### config.mk
export PLATFORM = sky130hd
export DESIGN_NAME = fetch_sequencer
export DESIGN_NICKNAME = d
export VERILOG_FILES = /design/src/rtl/fetch_pkg.sv /design/src/rtl/counter_loadable.sv /design/src/rtl/fetch_sequencer.sv
export SDC_FILE = /design/constraint.sdc
export NUM_CORES = 1
export LEC_CHECK = 0
export ABC_AREA = 0
export BUFFER_PORTS_ARGS = -buffer_cell sky130_fd_sc_hd__buf_2
export CORE_MARGIN = 4
export CORE_UTILIZATION = 42
export CTS_CLUSTER_DIAMETER = 200
export DETAILED_ROUTE_END_ITERATION = 6
export PLACE_DENSITY_LB_ADDON = 0.3
export SYNTH_ARGS = -nofsm -noshare
export SYNTH_HDL_FRONTEND = slang
export SYNTH_SLANG_ARGS = --single-unit
### constraint.sdc
create_clock -name clock -period 1.47 [get_ports clock]
set_clock_uncertainty 0.2 [all_clocks]
set_input_delay 0.441 -clock clock [delete_from_list [all_inputs] [get_ports clock]]
set_output_delay 0.441 -clock clock [all_outputs]
set_load 0.02 [all_outputs]
### src/rtl/fetch_pkg.sv
// fetch_pkg: shared types and default widths for the tau instruction-fetch
// sequencer.
//   fetch_state_t      - sequencer FSM states
//   DEFAULT_ADDR_WIDTH - default PC / instruction-memory address width
//   DEFAULT_DATA_WIDTH - default instruction width
package fetch_pkg;

    localparam int DEFAULT_ADDR_WIDTH = 8;
    localparam int DEFAULT_DATA_WIDTH = 16;

    typedef enum logic [2:0] {
        IDLE,
        BOOT,
        FETCH,
        ISSUE,
        HALTED
    } fetch_state_t;

endpackage

### src/rtl/counter_loadable.sv
// counter_loadable: up/down counter with parallel load. The counter wraps
// modulo 2^WIDTH. When several controls are active, count_up wins, then
// count_down, then load.
//   clock, reset    - clock; synchronous active-high reset (value -> 0)
//   enable          - gates every update
//   count_up        - value <= value + 1
//   count_down      - value <= value - 1
//   load            - value <= load_value
//   load_value      - parallel load data
//   value           - current count
module counter_loadable #(
    parameter int WIDTH = 8
) (
    input  logic             clock,
    input  logic             reset,
    input  logic             enable,
    input  logic             count_up,
    input  logic             count_down,
    input  logic             load,
    input  logic [WIDTH-1:0] load_value,
    output logic [WIDTH-1:0] value
);

    // NOTE: sequential state is updated with non-blocking assignments so every
    // flop samples the values from before the clock edge.
    always_ff @(posedge clock) begin
        if (reset) begin
            value <= '0;
        end else if (enable) begin
            if (count_up) begin
                value <= value + 1'b1;
            end else if (count_down) begin
                value <= value - 1'b1;
            end else if (load) begin
                value <= load_value;
            end
        end
    end

endmodule

### src/rtl/fetch_sequencer.sv
// fetch_sequencer: instruction-fetch controller. Boots the PC to a reset
// vector, fetches one instruction per memory handshake, holds it for decode,
// and then advances the PC or redirects it to a branch target.
//   clock, reset               - clock; synchronous active-high reset
//   run                        - start from IDLE or resume from HALTED
//   halt_req                   - halt at the next instruction boundary
//   imem_req, imem_addr        - fetch request / address (always the PC)
//   imem_ack, imem_rdata       - memory accept and read data, same cycle
//   instr_valid, instr         - registered instruction offered to decode
//   instr_pc                   - PC of instr
//   instr_ready                - decode consumes instr this cycle
//   branch_valid/branch_target - redirect, qualified by the issue handshake
//   halted                     - sequencer is in HALTED
//   pc                         - current program counter
module fetch_sequencer
    import fetch_pkg::*;
#(
    parameter int ADDR_WIDTH            = DEFAULT_ADDR_WIDTH,
    parameter int DATA_WIDTH            = DEFAULT_DATA_WIDTH,
    parameter int unsigned RESET_VECTOR = 0
) (
    input  logic                  clock,
    input  logic                  reset,
    input  logic                  run,
    input  logic                  halt_req,
    output logic                  imem_req,
    output logic [ADDR_WIDTH-1:0] imem_addr,
    input  logic                  imem_ack,
    input  logic [DATA_WIDTH-1:0] imem_rdata,
    output logic                  instr_valid,
    output logic [DATA_WIDTH-1:0] instr,
    output logic [ADDR_WIDTH-1:0] instr_pc,
    input  logic                  instr_ready,
    input  logic                  branch_valid,
    input  logic [ADDR_WIDTH-1:0] branch_target,
    output logic                  halted,
    output logic [ADDR_WIDTH-1:0] pc
);

    localparam logic [ADDR_WIDTH-1:0] RESET_PC = ADDR_WIDTH'(RESET_VECTOR);

    fetch_state_t          state;
    fetch_state_t          state_next;
    logic                  halt_pending;
    logic                  handshake;
    logic                  count_up;
    logic                  load;
    logic [ADDR_WIDTH-1:0] load_value;

    assign handshake = (state == ISSUE) && instr_ready;

    // The counter prioritises count_up, so the two controls are kept
    // mutually exclusive here.
    assign count_up   = handshake && !branch_valid;
    assign load       = (state == BOOT) || (handshake && branch_valid);
    assign load_value = (state == BOOT) ? RESET_PC : branch_target;

    counter_loadable #(
        .WIDTH (ADDR_WIDTH)
    ) u_pc (
        .clock      (clock),
        .reset      (reset),
        .enable     (1'b1),
        .count_up   (count_up),
        .count_down (1'b0),
        .load       (load),
        .load_value (load_value),
        .value      (pc)
    );

    always_ff @(posedge clock) begin
        if (reset) begin
            state <= IDLE;
        end else begin
            state <= state_next;
        end
    end

    // NOTE: every signal written in an always_comb gets a default first, so
    // no path through the case statement can infer a latch.
    always_comb begin
        state_next = state;
        case (state)
            IDLE:    if (run) state_next = BOOT;
            BOOT:    state_next = FETCH;
            FETCH:   if (imem_ack) state_next = ISSUE;
            // A halt request in the handshake cycle itself still takes effect.
            ISSUE:   if (instr_ready) state_next = (halt_pending || halt_req) ? HALTED : FETCH;
            HALTED:  if (run) state_next = FETCH;
            default: state_next = IDLE;
        endcase
    end

    // Every handshake either enters HALTED (which clears the flag) or returns
    // to FETCH with no request pending, so the flag always clears there.
    always_ff @(posedge clock) begin
        if (reset) begin
            halt_pending <= 1'b0;
        end else if (handshake) begin
            halt_pending <= 1'b0;
        end else if (halt_req && (state == FETCH || state == ISSUE)) begin
            halt_pending <= 1'b1;
        end
    end

    // NOTE: the instruction register is a datapath register, but it is still
    // reset because instr and instr_pc have defined values out of reset.
    always_ff @(posedge clock) begin
        if (reset) begin
            instr    <= '0;
            instr_pc <= '0;
        end else if (state == FETCH && imem_ack) begin
            instr    <= imem_rdata;
            instr_pc <= pc;
        end
    end

    // Handshake outputs depend only on registered state.
    assign imem_req    = (state == FETCH);
    assign imem_addr   = pc;
    assign instr_valid = (state == ISSUE);
    assign halted      = (state == HALTED);

    always_ff @(posedge clock) begin
        if (!reset) begin
            assert (!(count_up && load));
        end
    end

endmodule

# Word level (Yosys, flattened, before mapping)
# Index checks and enable logic that the tools add are counted.
# op_classes
mux,9
n_eq_ne,8
reduce_logical,13
addsub,1
# ops
cell,count
$mux 8,3
$mux 3,5
$pmux 3 s5,1
$add 8x1->8 const B,1
$eq 3x2->1 const B,2
$logic_and 1x1->1,5
$ne 2x1->1 const B,2
$ne 2x2->1 const B,2
$reduce_and 4->1,1
$eq 3x1->1 const B,1
$eq 3x3->1 const B,1
$logic_not 3->1,1
$logic_or 1x1->1,3
$reduce_bool 2->1,1
$reduce_or 2->1,1
$logic_not 1->1,1
# word_totals
wordCells,36
reg_bits,36
input_bits,31
out_inout_bits,43

# Depth between registers and ports, before layout
# Gate-level depths: netlist of run 1.
# logic_depth
word_depth,6
ltp_mapped,7
ltp_nobuf,5

# Modules after synthesis
# From an unflattened synthesis of run 1, not the netlist that was laid out.
# hier_totals
hier_cells,256
hier_area_um2,1991.9
# modules_own_cells
module,seq_area_each_um2,cells_per_inst,area_each_um2,n_inst
fetch_sequencer,560.5,161,1270.0,1
counter_loadable,160.2,95,721.9,1

# Worst setup path after synthesis of run 1
# Ideal clock, no wire load.
# synth_path
path_type,reg2out
start,register state[0]
end,output port halted
t_arrival_ps,1001
required_time_ps,829
path_buffers,1
setup_slack_ps,-172
stages_incl_launch_ff,3
cell_sequence,dfxtp_1 -> buf_2 -> nor3b_1
# synth_via
elab_chain_cells,1
# synth_rtl
item,line,source
from (decl),fetch_sequencer.sv:42,fetch_state_t state;
from (signal assigned),fetch_sequencer.sv:75,state <= state_next;
$eq 3x3->1,fetch_sequencer.sv:122,assign halted = (state == HALTED);
to (decl),fetch_sequencer.sv:36,"output logic halted,"
# No other way between the ends.

# Worst setup path in the final report of run 1
# layout_path
start,register state[1]
end,output port halted
# Same word-level chain as after synthesis.

==> results.toml, run 1 <==
[run_status]
status = "finished, violations left"
violations = "setup timing"

[logic_synthesis]
synthDominantAreaCellType = "dfxtp_1"
ys_types = 37
synth_fp_nets = 246
synth_area_leaders = "dfxtp_1, nand2_1, a21oi_1, buf_4, a221oi_2"
synth_warnings = 0
syn_area_per_cell_um2 = 8.016
yosys.area.top_type_share = 0.4201
synthCells = 214
yosysSeqAreaShare = 0.4201
synth-seq-cells = 36
synth_area_um2 = 1715

[final_layout]
fill_cells = 296
nets = 349
layout-drive-gt1-share = 0.5597
antenna_cells = 0
fin_area_um2 = 2831
area_growth_syn_to_layout_pct = 65.06

[sta]
tightestPinTransition_ns = 0.3891
finalCritPeriodShare = 1.161
max_freq_mhz = 586.1
setup_viol = 43
rsz0062_at_grt = "yes"
hold_violations = 0
finalSetupTns_ns = -4.745
drv_slew = 0
setup_ws_ns = -0.2361
fin_crit_ns = 1.706
slew_headroom = 0.7339

[min_path]
min_path_type = "input port to register"
min-delay-start = "imem_rdata[5]"

[route]
totalWireLength_mm = 5.117
dr.first_iter.drc_count = 109
via_per_inst = 5.098
wl_per_cell_um = 13.98
ant_nets = 0
post-route-drc-count = 0
vias = 1866
first_pass_iters = 4

[worst_setup_path]
crit_path_end_kind = "output port"
crit_fanout = 4
crit_type = "register to output port"
critPathTopFamily = "flip-flops"
cp_num_buf_inv = 2
worstPathRequired_ns = 0.83
start_kind = "register"
timing.rr.start = "state[1]$_SDFFE_PP0P_"
cp_slowest_cell = "dfxtp_4"
slowest_delay_ns = 0.36
arrival_ns = 1.07
crit_path_start = "state[1]$_SDFFE_PP0P_"
cp_cell_sequence = "buf_6 > nor3b_2 > buf_4"

[placement]
gp_congestion = 0.8678
io_buffers = 73
dpl.hpwl_mm = 3.297
place_area_um2 = 2230

[power_and_ir_drop]
p_total_mw = 4.103
power.share.switching = 0.3490
peakVddDrop_v = 0.0007785
power.switching_mw = 1.432
p_clk_frac = 0.204
seq_power_share = 0.313
power_frac_comb = 0.483
p_int_mw = 2.671
power_density_nw_per_um2 = 1449
power.leakage_nw = 1.211

[clocking]
cts_buffer_depth = 2
ctsHtreeMaxLevel = 2
clk_pin_slew_ns = 0.07
clkLatencyLatePin_ns = 0.28
clockRootBuffer = "clkbuf_8"
cts.sinks = 36
tritoncts = "built"
cts_buffers = 5

[floorplan]
pin_count = 74
die-area_um2 = 5171
row_count = 22
die_w_um = 71.91
start_util = 0.4516
die_h_um = 71.91
core_area_um2 = 3799

[global_routing]
track_usage = 0.1943
grt_pass1_vias = 1714
grt_max_degree = 25
grt-ovfl-total = 0
antenna_found_initial = 0
grt_pass1_wl_mm = 7.962

[job]
maxCapViolCount = 0
[registers in the layout, summed over array words and instances (netlist names)]
signal,flops
instr,16
instr_pc,8
u_pc.value,8
state,3
halt_pending,1
[power by group through the flow]
| stage | sequential [mW] | combinational [mW] | clock [mW] |
|---|---|---|---|
| after CTS | 1.28 | 1.83 | 0.857 |
| after global placement | 1.26 | 1.35 | 0 |
| after global routing | 1.31 | 2.13 | 0.907 |
| after floorplan | 1.37 | 0.811 | 0 |
| final | 1.28 | 1.98 | 0.839 |
| after detailed placement | 1.27 | 1.37 | 0 |
[synth_stat cells (all sizes together)]
cell and number:
nor3 7, mux2i 2, ha 1, nor2b 4, o31ai 1, o21a 1, a32oi 1, buf 17
a2111oi 1, or2 1, a221oi 3, o21bai 1, nand2b 3, nor2 9, clkbuf 6, a211oi 7
and3b 1, o21ai 5, nand2 55, nor4bb 1, xnor2 1, a21oi 32, a31o 1, nor3b 2
and2 2, dfxtp 36, inv 5, o211ai 2, o32ai 1, nand3 4, nand4 1
[cell families (layout without fill, tap and decap cells)]
logic type,Yosys count,in the layout,synth area share
adder cells (fa/ha/maj),1,1,0.007293
buffers and inverters,28,132,0.1007
AO/OA/AOI/OAI,56,56,0.2203
AND/OR/NAND/NOR,90,90,0.2349
multiplexers,2,2,0.01167
XOR/XNOR,1,1,0.005107
flip-flops,36,36,0.4201
[area by class of cell]
| type | count | area (µm²) | area share |
|---|---|---|---|
| Clock buffer | 6 | 72.57 | 0.02563 |
| Clock inverter | 2 | 35.03 | 0.01237 |
| Inverter | 5 | 18.77 | 0.006628 |
| Multi-Input combinational cell | 150 | 964.7 | 0.3407 |
| Sequential cell | 36 | 757.0 | 0.2673 |
| Tap cell | 48 | 60.06 | 0.02121 |
| Timing Repair Buffer | 119 | 923.4 | 0.3261 |
[worst min-delay path: stages]
cell and delay, ns:
buf_2 0.09, nand2_1 0.04, a21oi_1 0.05
[path summary, 6_finish.rpt]
path         depth (start not counted)                        to  slack (ns)
max                                  3                    halted       -0.24
min                                  3     instr[5]$_SDFFE_PP0P_        0.19
max reg2reg                          8    instr[15]$_SDFFE_PP0P_       -0.18
min reg2reg                          2  instr_pc[3]$_SDFFE_PP0P_        0.25
[per-layer routing]
metal | global-route usage | vias up | share of wire
li1 | - | 936 | -
met1 | 0.2457 | 850 | 0.42
met2 | 0.3194 | 71 | 0.49
met3 | 0.04155 | 9 | 0.065
met4 | 0.08351 | 0 | 0.024
met5 | 0 | - | 0
[cells in the final DEF, fill, tap and decap left out, types with 3 or more instances in the layout]
cell       n
a211oi_1   4
a211oi_2   3
a21oi_1   17
a21oi_2   15
a221oi_2   3
buf_12     4
buf_2     50
buf_4     45
buf_6     18
clkbuf_8   5
dfxtp_1   25
dfxtp_4    9
inv_1      4
nand2_1   53
nand2b_1   3
nand3_1    3
nor2_1     6
nor3_1     6
o21ai_1    3
[repair_timing]
item / CTS / global route
gates cloned: 2 / 1
resized for setup: 62 / 34
hold endpoints to repair: 0 / 0
setup endpoints to repair: 54 / 52
setup buffers: 16 / 3
pin swaps: 9 / 6
hold buffers: 0 / 0
[stage by stage]
step	utilization	hold WS, ns	cells	worst slack [ns]
2_1_floorplan	-	0.2946	214	-0.1221
3_3_place_gp	0.5870	0.2394	339	-0.1819
3_5_place_dp	0.5870	0.2449	339	-0.2419
4_1_cts	0.7075	0.1866	363	-0.2413
5_1_grt	0.7454	0.1817	366	-0.2900
6_report	0.7454	0.1885	366	-0.2361
(Power assumes the default switching activity.)
==> run 2: changes to the inputs <==
Settings changed: CORE_UTILIZATION 42 to 50.
Clock period 1.47 ns to 2 ns, I/O delays scaled along.
==> results.toml, run 2 (synthesis results as in run 1) <==
[sta]
setup_viol = 0
finalCritPeriodShare = 0.9488
hold_violations = 0
holdWs_ns = 0.2578
slew_headroom = 0.6432
drv_slew = 0
tightestPinTransition_ns = 0.5340
max_freq_mhz = 527.0
fin_crit_ns = 1.898

[worst_setup_path]
crit_fanout = 8
crit_path_end_kind = "output port"
cp_slowest_cell = "dfxtp_4"
arrival_ns = 1.10
worstPathRequired_ns = 1.20
crit_type = "register to output port"
cp_cell_sequence = "and3b_1 > buf_2"
start_kind = "register"
slowest_delay_ns = 0.38

[final_layout]
area_growth_syn_to_layout_pct = 26.26
antenna_cells = 0
final_cell_mix = "buf_2, nand2_1, dfxtp_1"
layout-drive-gt1-share = 0.3665
fin_cells = 327
nets = 312
largest_register_ffs = 16
final_common_cell = "buf_2"
largestRegisters = "instr: 16 flops, instr_pc: 8 flops, u_pc.value: 8 flops"
fin_area_um2 = 2166
regMostFlops = "instr"
final_util = 0.6490

[power_and_ir_drop]
power.leakage_nw = 0.9414
power_density_nw_per_um2 = 1065
power.share.switching = 0.3810
power_frac_comb = 0.374
power.switching_mw = 0.8788
seq_power_share = 0.409
p_clk_frac = 0.217
peakVddDrop_v = 0.0005485
p_int_mw = 1.428

[route]
first_pass_iters = 4
post-route-drc-count = 0
ant_nets = 0
dr.first_iter.drc_count = 90
via_per_inst = 5.080
wl_per_cell_um = 12.05
totalWireLength_mm = 3.939
vias = 1661

[run_status]
status = "finished clean"

[clocking]
clockRootBuffer = "clkbuf_4"
ctsHtreeMaxLevel = 2
cts.sinks = 36
clkLatencyLatePin_ns = 0.33
cts_buffer_depth = 2
cts_buffers = 5
tritoncts = "built"
clk_pin_slew_ns = 0.11
hold_buffers = 0

[job]
maxCapViolCount = 0

[global_routing]
grt_pass1_vias = 1403
grt-ovfl-total = 0
track_usage = 0.1837
antenna_found_initial = 0
grt_max_degree = 25
grt_pass1_wl_mm = 6.272

[placement]
dp_cells = 315
io_buffers = 73
dpl.hpwl_mm = 2.830
place_area_um2 = 2034
gp_congestion = 0.8168

[floorplan]
die_h_um = 66.57
core_area_um2 = 3337
row_count = 21
die_w_um = 66.57
start_util = 0.5141
die-area_um2 = 4432
pin_count = 74

[min_path]
min_path_type = "register to register"
[run 2: worst paths after layout]
check	start	endpoint	slack [ns]	cells after the start
setup / recovery	state[2]$_SDFFE_PP0P_	instr_valid	0.10	2
hold reg to reg	instr[2]$_SDFFE_PP0P_	instr[2]$_SDFFE_PP0P_	0.26	2
setup reg to reg	state[2]$_SDFFE_PP0P_	u_pc.value[3]$_SDFFE_PP0P_	0.24	5
hold / removal	instr[2]$_SDFFE_PP0P_	instr[2]$_SDFFE_PP0P_	0.26	2
[run 2: what timing repair did]
action                                  4_1_cts  5_1_grt
setup buffers                                 0        4
resized for setup                             3        5
endpoints found under the setup margin        3        3
cloned                                        0        0
pin swaps                                     0        1
[run 2: final cells by class]
type	instances	area, µm²
Clock inverter	3	42.54
Multi-Input combinational cell	150	829.5
Tap cell	46	57.56
Sequential cell	36	732.0
Clock buffer	5	37.54
Timing Repair Buffer	82	447.9
Fill cell	323	1171
Inverter	5	18.77
[run 2: through the flow]
stage | TNS (ns) | power (mW) | setup WS (ns)
floorplan | 0 | 1.587 | 0.1992
global placement | 0 | 1.755 | 0.04754
detailed placement | 0 | 1.767 | 0.02468
CTS | 0 | 2.271 | 0.02859
global route | -0.00008105 | 2.470 | -0.00008105
finish | 0 | 2.306 | 0.1024
[run 2: worst max-delay path, delay by kind of cell (launching register included)]
| family | cells | cell delay, ns |
|---|---|---|
| buffers and inverters | 1 | 0.16 |
| and+or+nand+nor | 1 | 0.22 |
| DFF | 1 | 0.38 |
[run 2: power groups by stage]
stage	registers [mW]	clock network [mW]	logic (mW)
6_report	0.944	0.500	0.862
5_1_grt	0.968	0.550	0.952
4_1_cts	0.949	0.515	0.807
3_5_place_dp	0.962	0	0.805
3_3_place_gp	0.959	0	0.795
2_1_floorplan	1.00	0	0.582
[run 2: layer usage]
metal | wire [µm] | vias up | track usage
met1 | 1724 | 748 | 0.2282
met4 | 24 | 0 | 0.05838
met3 | 238 | 4 | 0.05565
li1 | - | 856 | -
met5 | 0 | - | 0
met2 | 1951 | 53 | 0.3020
